[src/rtl/kbd_pkg.sv]
// Shared types and defaults for the keyboard matrix scanner.
package kbd_pkg;

    typedef enum logic [1:0] {
        IDLE    = 2'd0,
        DRIVE   = 2'd1,
        SAMPLE  = 2'd2,
        COMPARE = 2'd3
    } scan_state_t;

    localparam int ROWS_DEF     = 9;
    localparam int COLS_DEF     = 10;
    localparam int SETTLE_DEF   = 2;
    localparam int DEBOUNCE_DEF = 4;

    // Flat bitmap position of the key at (row r, column c).
    function automatic int key_index(input int c, input int r, input int rows);
        return c * rows + r;
    endfunction

endpackage

[src/rtl/kbd_row_sync.sv]
// Two-flop synchronizer bringing the asynchronous row pins into clk.
module kbd_row_sync #(
    parameter int WIDTH = 9
) (
    input  logic             clk,
    input  logic             rst_n,
    input  logic [WIDTH-1:0] din,
    output logic [WIDTH-1:0] dout
);

    logic [WIDTH-1:0] meta;

    // Metastability stage followed by the stable output stage.
    always_ff @(posedge clk or negedge rst_n) begin
        if (!rst_n) begin
            meta <= '0;
            dout <= '0;
        end else begin
            meta <= din;
            dout <= meta;
        end
    end

endmodule

[src/rtl/kbd_matrix_scanner.sv]
// Keyboard matrix scanner: strobes one column at a time, samples the rows,
// debounces whole frames and publishes a stable key bitmap.
//
// state   | meaning
// --------+-------------------------------------------------------------
// IDLE    | no column driven, waiting for enable and a scan_tick
// DRIVE   | column col_idx driven, settling for SETTLE ticks
// SAMPLE  | one clk after the row sample; advance column or end frame
// COMPARE | one clk, no column driven; debounce the completed frame
module kbd_matrix_scanner
    import kbd_pkg::*;
#(
    parameter int ROWS     = ROWS_DEF,
    parameter int COLS     = COLS_DEF,
    parameter int SETTLE   = SETTLE_DEF,
    parameter int DEBOUNCE = DEBOUNCE_DEF
) (
    input  logic                 clk,
    input  logic                 rst_n,
    input  logic                 enable,
    input  logic                 scan_tick,
    input  logic [ROWS-1:0]      kbd_row,
    output logic [COLS-1:0]      kbd_col,
    output logic [ROWS*COLS-1:0] keys,
    output logic                 changed,
    input  logic                 ack,
    output logic                 frame_done
);

    localparam int COL_W  = (COLS > 1) ? $clog2(COLS) : 1;
    localparam int WAIT_W = $clog2(SETTLE + 1);

    localparam logic [COL_W-1:0]  COL_LAST  = COL_W'(COLS - 1);
    localparam logic [WAIT_W-1:0] WAIT_LOAD = WAIT_W'(SETTLE);
    localparam logic [3:0]        DEB_MAX   = 4'(DEBOUNCE);

    scan_state_t state_q, state_d;
    logic [COL_W-1:0]     col_idx_q, col_idx_d;
    logic [WAIT_W-1:0]    wait_cnt_q, wait_cnt_d;
    logic [ROWS-1:0]      row_sync;
    logic [ROWS*COLS-1:0] frame_q;
    logic [ROWS*COLS-1:0] prev_q;
    logic [3:0]           stable_q;
    logic [3:0]           stable_next;
    logic                 sample_en;
    logic                 commit;

    kbd_row_sync #(
        .WIDTH (ROWS)
    ) u_row_sync (
        .clk   (clk),
        .rst_n (rst_n),
        .din   (kbd_row),
        .dout  (row_sync)
    );

    // Rows are captured on the tick that ends the settle window.
    assign sample_en = (state_q == DRIVE) && scan_tick && (wait_cnt_q == '0);

    // FSM state, column pointer and settle down-counter.
    always_ff @(posedge clk or negedge rst_n) begin
        if (!rst_n) begin
            state_q    <= IDLE;
            col_idx_q  <= '0;
            wait_cnt_q <= '0;
        end else begin
            state_q    <= state_d;
            col_idx_q  <= col_idx_d;
            wait_cnt_q <= wait_cnt_d;
        end
    end

    // Next-state logic; scan_tick is only consulted in IDLE and DRIVE.
    always_comb begin
        state_d    = state_q;
        col_idx_d  = col_idx_q;
        wait_cnt_d = wait_cnt_q;
        case (state_q)
            IDLE: begin
                if (enable && scan_tick) begin
                    state_d    = DRIVE;
                    col_idx_d  = '0;
                    wait_cnt_d = WAIT_LOAD;
                end
            end
            DRIVE: begin
                if (scan_tick) begin
                    if (wait_cnt_q == '0) begin
                        state_d = SAMPLE;
                    end else begin
                        wait_cnt_d = wait_cnt_q - 1'b1;
                    end
                end
            end
            SAMPLE: begin
                if (col_idx_q == COL_LAST) begin
                    state_d = COMPARE;
                end else begin
                    state_d    = DRIVE;
                    col_idx_d  = col_idx_q + 1'b1;
                    wait_cnt_d = WAIT_LOAD;
                end
            end
            COMPARE: begin
                col_idx_d = '0;
                if (enable) begin
                    state_d    = DRIVE;
                    wait_cnt_d = WAIT_LOAD;
                end else begin
                    state_d = IDLE;
                end
            end
            default: begin
                state_d   = IDLE;
                col_idx_d = '0;
            end
        endcase
    end

    // Column strobe decoded straight from flops so reset blanks it at once.
    always_comb begin
        kbd_col = '0;
        if (state_q == DRIVE || state_q == SAMPLE) begin
            for (int c = 0; c < COLS; c++) begin
                if (col_idx_q == COL_W'(c)) begin
                    kbd_col[c] = 1'b1;
                end
            end
        end
    end

    assign frame_done = (state_q == COMPARE);

    // Debounce counter value this COMPARE would produce, and the commit decision.
    always_comb begin
        stable_next = 4'd1;
        if (frame_q == prev_q) begin
            stable_next = (stable_q == DEB_MAX) ? stable_q : stable_q + 4'd1;
        end
        commit = (state_q == COMPARE) && (stable_next == DEB_MAX) && (frame_q != keys);
    end

    // Frame capture, debounce history, published bitmap and sticky change flag.
    always_ff @(posedge clk or negedge rst_n) begin
        if (!rst_n) begin
            frame_q  <= '0;
            prev_q   <= '0;
            stable_q <= '0;
            keys     <= '0;
            changed  <= 1'b0;
        end else begin
            if (sample_en) begin
                for (int c = 0; c < COLS; c++) begin
                    if (col_idx_q == COL_W'(c)) begin
                        for (int r = 0; r < ROWS; r++) begin
                            frame_q[key_index(c, r, ROWS)] <= row_sync[r];
                        end
                    end
                end
            end
            if (state_q == COMPARE) begin
                stable_q <= stable_next;
                prev_q   <= frame_q;
            end
            if (commit) begin
                keys <= frame_q;
            end
            // A commit in the same clk as ack keeps the flag set.
            if (commit) begin
                changed <= 1'b1;
            end else if (ack) begin
                changed <= 1'b0;
            end
        end
    end

endmodule

[config.mk]
export PLATFORM = sky130hd
export DESIGN_NAME = kbd_matrix_scanner
export DESIGN_NICKNAME = d
export VERILOG_FILES = /design/src/rtl/kbd_pkg.sv /design/src/rtl/kbd_row_sync.sv /design/src/rtl/kbd_matrix_scanner.sv
export SDC_FILE = /design/constraint.sdc
export NUM_CORES = 1
export LEC_CHECK = 0
export ABC_AREA = 1
export BUFFER_PORTS_ARGS = -buffer_cell sky130_fd_sc_hd__buf_2
export CAP_MARGIN = 20
export CORE_MARGIN = 4
export CORE_UTILIZATION = 52
export CTS_CLUSTER_DIAMETER = 150
export DETAILED_ROUTE_END_ITERATION = 10
export PLACE_DENSITY = 0.74
export REMOVE_ABC_BUFFERS = 1
export SETUP_SLACK_MARGIN = 0.2
export SYNTH_ARGS = -nofsm -noshare
export SYNTH_HDL_FRONTEND = slang
export SYNTH_SLANG_ARGS = --single-unit
[constraint.sdc]
create_clock -name clk -period 3.1 [get_ports clk]
set_input_delay 0.31 -clock clk [delete_from_list [all_inputs] [get_ports clk]]
set_output_delay 0.31 -clock clk [all_outputs]
set_load 0.01 [all_outputs]
# After elaboration in Yosys (flattened, before gate mapping)
# Cells that the tools add are included.
[totals]
in_bits = 14
regBits = 301
latchBits = 0
wordCells = 98
ramBits = 0
mem_count = 0
romBits = 0
[op_classes]
div = 0
n_mul = 0
mux = 30
addsub = 3
order_cmp = 0
bitwise = 0
n_reduce_logical = 24
n_shift = 0
eq_ne = 22
[ops]
columns = ["op", "n"]
rows = [
  ["$eq 90x90->1", 1],
  ["$ne 90x90->1", 1],
  ["$eq 4x3->1 const B", 6],
  ["$reduce_and 2->1", 10],
  ["$mux 2", 9],
  ["$mux 4", 4],
  ["$pmux 2 s4", 2],
  ["$mux 1", 13],
  ["$pmux 4 s3", 1],
  ["$mux 10", 1],
  ["$ne 2x2->1 const B", 5],
  ["$add 4x1->4 const B", 2],
  ["$eq 4x2->1 const B", 2],
  ["$eq 4x4->1 const B", 2],
  ["$reduce_and 3->1", 2],
  ["$logic_and 1x1->1", 5],
  ["$reduce_and 5->1", 1],
  ["$eq 2x2->1 const B", 2],
  ["$eq 4x1->1 const B", 1],
  ["$logic_not 2->1", 2],
  ["$logic_not 4->1", 1],
  ["$reduce_bool 3->1", 1],
  ["$eq 2x1->1 const B", 1],
  ["$ne 2x1->1 const B", 1],
  ["3 further kinds", 3],
]

# Depth between registers and ports, before layout
# Gate-level depths: netlist of the first run.
[logic_depth]
ltp_word = 7
ltp_mapped = 16
mapped_depth_nobuf = 15

# Modules after synthesis
# Synthesis of the first run repeated with hierarchy kept, for this count alone.
[unflattened]
hier_cells = 1975
hier_area_um2 = 14705.4
[by_module_without_submodules]
columns = ["mod", "area_each_um2", "cells_each", "n_inst"]
rows = [
  ["kbd_matrix_scanner", 14254.9, 1957, 1],
  ["kbd_row_sync", 450.4, 18, 1],
]

# Least setup slack after synthesis of the first run
# No wires, ideal clock.
[synth_timing]
path_kind = "reg2reg"
start = "register frame_q[13]"
end = "register keys[0]"
stages_incl_launch_ff = 14
required_time_ns = 2.983
slack_ns = 1.259
arrival_time_ns = 1.725
cell_sequence = "dfrtp_1 -> buf_2 -> xor2_1 -> nor2_1 -> nand2_1 -> nor2_1 -> nand2_1 -> nor2_2 -> nand4_4 -> nor2_2 -> nand3_4 -> buf_6 -> nand2_1 -> nand2_1"
[synth_via]
elab_chain_cells = 5
word_cells_on_any_way = 6
[synth_lines]
columns = ["element", "line_no", "source"]
rows = [
  ["from (decl)", "kbd_matrix_scanner.sv:41", "logic [ROWS*COLS-1:0] frame_q;"],
  ["from (signal, indexed assignment)", "kbd_matrix_scanner.sv:156", "frame_q[key_index(c, r, ROWS)] <= row_sync[r];"],
  ["$eq 90x90->1", "kbd_matrix_scanner.sv:137", "if (frame_q == prev_q) begin"],
  ["$mux 4", "kbd_matrix_scanner.sv:137", ""],
  ["$eq 4x3->1", "kbd_matrix_scanner.sv:140", "commit = (state_q == COMPARE) && (stable_next == DEB_MAX) && (frame_q != keys);"],
  ["$logic_and 1x1->1", "kbd_matrix_scanner.sv:140", ""],
  ["$logic_and 1x1->1 (*)", "kbd_matrix_scanner.sv:140", ""],
  ["to (signal assigned)", "kbd_matrix_scanner.sv:166", "keys <= frame_q;"],
  ["to (decl)", "kbd_matrix_scanner.sv:24", "output logic [ROWS*COLS-1:0] keys,"],
]
# Mark *: on every way between the ends. The rest lies on a longest branch, timed or not.
# A chain may end at the register's enable or synchronous reset.

# Worst setup path in the final report of the first run
[layout_timing]
start = "register frame_q[8]"
end = "register keys[32]"
# The elaborated chain is that of the path after synthesis.

==> flow_metrics.tcl, run 1 <==
set metrics [dict create \
    cts_buffer_depth 3 \
    reg2reg_from "frame_q[8]" \
    seq_area_mm2 0.00753 \
    grt_pass1_vias 12000 \
    hold_viol 0 \
    synth_area_mm2 0.0147 \
    post-cts-setup-buffer-count 0 \
    tns_ns 0 \
    gr-total-overflow 0 \
    use_met3 0.0445 \
    fin_crit_sh 0.817 \
    clock-sinks 301 \
    netlist_top_cells_count "724 x nand2_1, 301 x dfrtp_1, 177 x inv_1, 158 x o21ai_0, 132 x nor2_1" \
    synth_cell_types 30 \
    syn_inst 1858 \
    dieArea_mm2 0.0311 \
    grt_usage 0.238 \
    postCtsHoldBufs 11 \
    synth_flop_cell "dfrtp_1" \
    crit_type "reg2reg" \
    coreArea_mm2 0.0279 \
    numCtsBuffers 34 \
    firstDrtPassIters 5 \
    total_power_uw 12300 \
    root_buffer "clkbuf_16" \
    yosys_warnings 0 \
    met2_usage 0.389 \
    antenna_found_initial 0 \
    placed_cells 2307 \
    peakVddDrop_v 0.000455 \
    slowest_delay_ns 0.46 \
    drive_above_1_share 0.121 \
    grt_pass1_wl_um 60000 \
    nNetsFinal 2002 \
    clk_latency_ns 0.51 \
    ctsResizeCount 0 \
    gp_congestion 0.851 \
    wire_per_inst_um 15.4 \
    worstSetupStartpoint "frame_q[8]" \
    n_antenna_cell 0 \
    cp_top_family "simple AND/OR/NAND/NOR gates" \
    cp.required_ns 3.49 \
    die_h_um 176 \
    yosysTopAreaCell "dfrtp_1" \
    cts_tree "yes" \
    die_w_um 176 \
    grtUsageMet1 0.324 \
    path_cells "inv_1, nand2_1, nand2_1, nor2_1, nand2_1, nor2_1, nand2_1, nor2_2, nand4_1, nor2_2, nand3_4, buf_12, nand2_1, nand2_1" \
    max_freq_mhz 395 \
    htreeDepth 2 \
    hold_path_class "in2reg" \
    slowest_stage "dfrtp_1" \
    cp_max_fo 52 \
    clock_skew_ns 0.0158 \
    worst_slew_pin_slew_ns 0.859 \
    yosys-top-cells-area "dfrtp_1 51%, nand2_1 18%, o21ai_0 5.4%" \
    cellLeakagePower_uw 0.00910 \
    critical_path_buf_inv_count 2 \
    cap_viol_max_count 0 \
    syn_avg_cell_area_um2 7.93 \
    pwr_density_cell_mw_per_mm2 726 \
    layout_min_cycle_time_ns 2.53 \
    status "complete, no violations" \
    drc 0 \
    maxSlewViolCount 0 \
    vias_per_cell 5.13 \
    synth.most_common_cell "nand2_1" \
    antenna_left 0 \
    crit_path_end_kind "register" \
    start_util 0.529 \
    synth_edf_count 0 \
    min_from "enable" \
    rsz0062_at_grt "false" \
    boundaryPins 116 \
    stdcell_count 2375 \
    clkTransAtPathRegs_ns 0.06 \
    cp.arrival_ns 2.92 \
    setup_violations 0 \
    drt_iter0_drc 979 \
    wl_um 36500 \
    synth_seq_area_share 0.511 \
    critPathLaunchType "register" \
    grt_start_max_net_pins 113 \
    synthArstFlopShare 1.00 \
    num_rows 61 \
    synth_top_area_share 0.511 \
    portBuffers 115 \
    ys_ff_latch 301 \
    grt_busiest_layer "met2" \
    num_vias 12200 \
    crit_top_cell "nand2_1" \
    relSlewSlack 0.428 \
    dp_hpwl_um 24100 \
    nFillCells 2382 \
    syn2layout_area_growth_pct 14.6 \
    post-route-util 0.607 \
    multi_input_area_mm2 0.00604 \
]
[cell usage in the layout, fill, tap and decap left out, types with 6 or more instances in the layout]
cell / Yosys / routed
o21ai_0: 158 / 158
nor2_1: 132 / 132
buf_4: 10 / 20
inv_2: 17 / 17
a21oi_1: 8 / 8
buf_2: 1 / 114
dfrtp_1: 301 / 301
nand2_1: 724 / 724
nand3_1: 114 / 114
inv_1: 177 / 177
clkbuf_16: 0 / 37
xnor2_1: 25 / 25
ha_1: 12 / 11
clkbuf_8: 0 / 8
nor2_2: 7 / 7
mux2_2: 16 / 16
buf_12: 0 / 6
dlygate4sd3_1: 0 / 11
xor2_1: 76 / 76
[state kept, by name (all words and copies together), names as in the netlist, 2 cells and up]
signal / count
u_row_sync.dout: 9
col_idx_q: 4
u_row_sync.meta: 9
frame_q: 90
state_q: 2
wait_cnt_q: 2
keys: 90
prev_q: 90
stable_q: 4
[worst min-delay path, stage by stage]
cell and delay, ns:
buf_2 0.10, a21oi_1 0.06, o22ai_1 0.11
[layout make-up]
cell class	count	share of cell area
multi-input combinational	1288	0.357
timing repair buffer	152	0.0572
clock inverter	7	0.00518
inverter	199	0.0442
sequential	301	0.446
clock buffer	50	0.0624
tap	378	0.0280
[through the flow]
| step | cell area, um2 | hold slack [ns] | worst slack (ns) |
|---|---|---|---|
| after floorplan | 14300 | 0.0144 | -1.73 |
| after detailed placement | 15600 | 0.335 | 0.622 |
| after global placement | 15600 | 0.334 | 0.677 |
| after global routing | 16900 | 0.164 | 0.329 |
| after CTS | 16900 | 0.122 | 0.585 |
| final | 16900 | 0.137 | 0.567 |
[where the power goes]
group	internal (uW)	switching, uW	leakage (uW)
Sequential	4660	613	0.00359
Combinational	1040	1870	0.00495
Clock	2510	1580	0.000563
[layer usage]
layer	routed length, um	share of wire
met4	1010	0.028
met1	15900	0.44
met3	2400	0.066
met2	17200	0.47
met5	0	0
[final timing paths]
check / to / slack [ns] / depth (start not counted)
max: keys[32] / 0.57 / 14
min: state_q[0] / 0.14 / 3
max reg2reg: keys[32] / 0.57 / 14
min reg2reg: u_row_sync.dout[6] / 0.35 / 0
max in group asynchronous: keys[53] / 1.68 / 3
min in group asynchronous: u_row_sync.dout[2] / 0.44 / 2
[cells by family after synthesis]
group | after synthesis | share of synthesized area
multiplexers | 16 | 0.0122
adder cells (fa/ha/maj) | 12 | 0.0102
AO/OA/AOI/OAI | 170 | 0.0583
buffers and inverters | 269 | 0.0804
XOR/XNOR | 101 | 0.0600
flip-flops | 301 | 0.511
AND/OR/NAND/NOR | 989 | 0.268
No activity file was read; power rests on OpenSTA's default activity.
==> inputs of run 2 (changes only) <==
Clock period 3.1 ns to 2.5 ns, I/O delays scaled along.
==> run 2 against run 1 <==
Total power up 29%. Worst setup slack worse by 0.45 ns. Global-route usage up 0.25 points. Count of clock-buffer cells in the layout down 7. Combinational power up 35%. Via count up 3.8%. Final cell count up 2.1%. Utilization up 3.9 points. Routed wire length up 14%. Largest power group unchanged.
==> flow_metrics.tcl, run 2 (synthesis gave the netlist of run 1 again) <==
set metrics [dict create \
    status "complete, no violations" \
    grt_pass1_vias 11700 \
    gr-total-overflow 0 \
    boundaryPins 116 \
    dp_hpwl_um 24400 \
    reg2reg_slack_ns 0.11 \
    p_seq_frac 0.415 \
    relSlewSlack 0.416 \
    ff2ff_path_depth 13 \
    critPathLaunchType "register" \
    max_freq_mhz 419 \
    start_util 0.529 \
    placed_area_mm2 0.0157 \
    antenna_found_initial 0 \
    die_h_um 176 \
    power.internal_uw 10600 \
    worst_slew_pin_slew_ns 0.875 \
    fin_crit_sh 0.955 \
    switching_share 0.331 \
    num_vias 12700 \
    gp_congestion 0.882 \
    wire_per_inst_um 17.2 \
    total_power_uw 15800 \
    nNetsFinal 2048 \
    reg.largest.list "frame_q x90, keys x90, prev_q x90" \
    portBuffers 115 \
    setup_violations 0 \
    cp.arrival_ns 2.83 \
    syn2layout_area_growth_pct 22.0 \
    cp.required_ns 2.94 \
    peakVddDrop_v 0.000561 \
    final_area_mm2 0.0180 \
    clk_latency_ns 0.56 \
    antenna_left 0 \
    clkTransAtPathRegs_ns 0.07 \
    rsz0062_at_grt "true" \
    crit_path_end_kind "register" \
    combPwrFrac 0.250 \
    layout_common_cells "671 x nand2_1, 268 x dfrtp_1, 170 x inv_1" \
    pwr-share-clk 0.335 \
    final_common_cell "nand2_1" \
    dieArea_mm2 0.0311 \
    numCtsBuffers 31 \
    cp_max_fo 8 \
    htreeDepth 1 \
    num_rows 61 \
    cap_viol_max_count 0 \
    layout_min_cycle_time_ns 2.39 \
    crit_type "reg2reg" \
    vias_per_cell 5.22 \
    n_antenna_cell 0 \
    pwr_density_cell_mw_per_mm2 878 \
    wl_um 41700 \
    hold_viol 0 \
    drt_iter0_drc 1080 \
    r2r-end "keys[37]" \
    grt_start_max_net_pins 68 \
    maxSlewViolCount 0 \
    clock-sinks 301 \
    drc 0 \
    crit_end "keys[37]" \
    coreArea_mm2 0.0279 \
    cellLeakagePower_uw 0.00950 \
    firstDrtPassIters 7 \
    grt_usage 0.240 \
    reg2reg_from "frame_q[86]" \
    cts_tree "yes" \
    grt_pass1_wl_um 60500 \
    worstSetupStartpoint "frame_q[86]" \
    hold_path_class "in2reg" \
    clock_skew_ns 0.0161 \
    die_w_um 176 \
    drive_above_1_share 0.200 \
    netSwitchingPower_uw 5230 \
    root_buffer "clkbuf_16" \
    cts_buffer_depth 3 \
]
==> run 2: timing repair <==
action,4_1_cts,5_1_grt
gates resized for setup,3,137
gates cloned,1,17
hold buffers,11,0
pin swaps,1,26
setup buffers,2,28
endpoints found under the setup margin,55,96
hold endpoints to repair,71,0
==> run 2: routing by layer <==
metal	global-route usage	vias up	routed length [um]	part of all wire
li1	-	6047	-	-
met1	0.328	6093	17300	0.41
met2	0.403	443	20200	0.48
met3	0.0433	75	3120	0.075
met4	0.0577	0	1090	0.026
met5	0	-	0	0
==> run 2: power by group through the flow <==
stage	registers [uW]	clock network, uW	logic (uW)
after floorplan	6400	0	2750
after global placement	6550	0	3460
after detailed placement	6620	0	3590
after CTS	6530	5330	3660
after global routing	6650	5540	4550
final	6550	5280	3940
==> run 2: layout make-up <==
cell class / count / area [um2]
sequential: 301 / 7570
timing repair buffer: 201 / 1690
multi-input combinational: 1288 / 6310
inverter: 199 / 751
clock inverter: 14 / 251
clock buffer: 43 / 931
tap: 378 / 473
fill: 2219 / 9880
==> run 2: how the worst min path moves through the flow <==
| stage | startpoint | end | slack (ns) | depth (start not counted) |
|---|---|---|---|---|
| finish | enable | state_q[0] | 0.02 | 3 |
| global route | enable | state_q[0] | 0.05 | 3 |
| CTS | enable | state_q[0] | 0.008 | 3 |
| detailed placement | rst_n | keys[0] | 0.25 | 1 |
| global placement | rst_n | keys[0] | 0.25 | 1 |
| floorplan | rst_n | changed | -0.05 | 0 |
==> run 2: metrics by stage <==
| step | cells | util | setup slack (ns) | setup TNS, ns | hold slack (ns) |
|---|---|---|---|---|---|
| 6_report | 2424 | 0.645 | 0.114 | 0 | 0.0204 |
| 5_1_grt | 2424 | 0.645 | 0.0229 | 0 | 0.0471 |
| 4_1_cts | 2379 | 0.612 | 0.177 | 0 | 0.00836 |
| 3_5_place_dp | 2308 | 0.564 | 0.173 | 0 | 0.251 |
| 3_3_place_gp | 2308 | 0.564 | 0.263 | 0 | 0.251 |
| 2_1_floorplan | 1788 | - | -2.33 | -283.95 | -0.0456 |
==> run 2: critical path: stages, from the launching register on <==
cell and delay, ns:
dfrtp_1 0.47, xor2_1 0.18, nor2_1 0.17, nand2_1 0.08
nor2_2 0.12, nand2_2 0.08, nor2_4 0.18, nand4_1 0.17
nor2_2 0.20, nand3_4 0.14, buf_12 0.19, clkbuf_16 0.17
nand2_1 0.05, nand2_1 0.06
==> inputs of run 3 (changes only) <==
Settings changed: PLACE_DENSITY 0.74 to 0.76.
==> run 3 against run 2 <==
First-iteration DRC count up 16%. Clock skew decreased by 0.0038 ns. Maximum frequency decreased by 1.4%. Final cell count is 1.2% higher. Design area rose by 2.6%. Utilization increased by 1.7 points. Sequential power hardly changed. Hold slack better by 0.058 ns. Register-to-register slack lost 0.03 ns. Critical endpoint is now keys[66]. Largest cell class unchanged. Largest power group unchanged.
==> flow_metrics.tcl, run 3 (synthesis gave the netlist of run 1 again) <==
set metrics [dict create \
    status "complete, no violations" \
    clock-sinks 301 \
    grt_pass1_vias 11700 \
    place_ws_ns 0.240 \
    wl_met2_um 20300 \
    grt_usage 0.235 \
    coreArea_mm2 0.0279 \
    cap_viol_max_count 0 \
    crit_path_end_kind "register" \
    total_power_uw 15700 \
    drt_iter0_drc 1258 \
    wire_per_inst_um 17.5 \
    drc 0 \
    die_w_um 176 \
    peakVddDrop_v 0.000635 \
    wl_met3_um 3510 \
    drive_above_1_share 0.232 \
    final_common_cell "nand2_1" \
    gr-total-overflow 0 \
    clk_latency_ns 0.51 \
    crit_type "reg2reg" \
    dieArea_mm2 0.0311 \
    antenna_left 0 \
    hold_path_depth 3 \
    stdcell_count 2452 \
    max_freq_mhz 413 \
    cp.required_ns 2.95 \
    boundaryPins 116 \
    met1_length_um 17200 \
    layout_min_cycle_time_ns 2.42 \
    firstDrtPassIters 5 \
    setup_violations 0 \
    critPathLaunchType "register" \
    cts_buffer_depth 3 \
    root_buffer "clkbuf_16" \
    wl_um 42800 \
    hold_path_class "in2reg" \
    relSlewSlack 0.454 \
    cellLeakagePower_uw 0.00957 \
    ff2ff_path_depth 16 \
    fin_crit_sh 0.968 \
    worst_slack_ns 0.0802 \
    htreeDepth 2 \
    tns_ns 0 \
    vias_per_cell 5.35 \
    clkTransAtPathRegs_ns 0.06 \
    cp.arrival_ns 2.87 \
    antenna_found_initial 0 \
    grt_pass1_wl_um 59200 \
    top_layer "met4" \
    clock_skew_ns 0.0123 \
    gp_congestion 0.897 \
    hold_viol 0 \
    post-route-util 0.662 \
    dp_hpwl_um 24100 \
    start_util 0.529 \
    num_vias 13100 \
    n_antenna_cell 0 \
    numCtsBuffers 35 \
    rsz0062_at_grt "true" \
    reg2reg_slack_ns 0.08 \
    syn2layout_area_growth_pct 25.1 \
    die_h_um 176 \
    num_rows 61 \
    worst_slew_pin_slew_ns 0.818 \
    layout_common_cells "692 x nand2_1, 257 x dfrtp_1, 171 x inv_1" \
    cts_tree "yes" \
    portBuffers 115 \
    placed_cells 2311 \
    pwr_density_cell_mw_per_mm2 849 \
    reg.largest.list "frame_q x90, keys x90, prev_q x90" \
    maxSlewViolCount 0 \
    nNetsFinal 2077 \
    grt_start_max_net_pins 124 \
    cp_max_fo 6 \
]
run 3: critical path, stage by stage, from the launching register on:
cell and delay [ns]:
dfrtp_2 0.42, inv_1 0.09, nand2_1 0.10, nand2_1 0.08
nor2_1 0.14, nand2_2 0.08, inv_2 0.05, nand2_2 0.05
nor2_2 0.11, nand2_2 0.10, nor2_4 0.16, nand4_4 0.13
nor2_4 0.29, clkbuf_16 0.24, clkbuf_16 0.17, nand3_2 0.07
nand2_2 0.06
run 3: what timing repair did:
action	CTS	global route
buffers inserted	0	50
gates resized for setup	0	200
endpoints found under the hold margin	81	0
setup endpoints to repair	0	102
hold buffers	11	0
run 3: power breakdown:
group	internal, uW	switching, uW	leakage, uW
Clock	3000	1950	0.000543
Sequential	5800	778	0.00356
Combinational	1490	2650	0.00547
run 3: cell type report:
class	instances	area, um2
sequential	301	7590
clock inverter	8	90.1
clock buffer	52	1010
timing repair buffer	226	1950
tap	378	473
fill	2076	9410
multi-input combinational	1288	6590
inverter	199	747
run 3: path summary, 6_finish.rpt:
check	from	endpoint
max in group asynchronous	rst_n	frame_q[77]
worst max-delay path	frame_q[28]	keys[66]
min in group asynchronous	rst_n	prev_q[0]
worst min register to register	u_row_sync.meta[3]	u_row_sync.dout[3]
worst min-delay path	enable	state_q[0]
worst max register to register	frame_q[28]	keys[66]
run 3: metrics by stage:
| stage | hold WS, ns | cell area [um2] |
|---|---|---|
| final | 0.0779 | 18400 |
| after global routing | 0.0843 | 18400 |
| after CTS | 0.0586 | 17000 |
| after detailed placement | 0.287 | 15800 |
| after global placement | 0.288 | 15800 |
| after floorplan | -0.0456 | 14300 |
run 3: layer usage:
metal	vias to the layer above	track usage
met2	550	0.387
met1	6313	0.321
met5	-	0
met3	140	0.0418
li1	6105	-
met4	0	0.0712
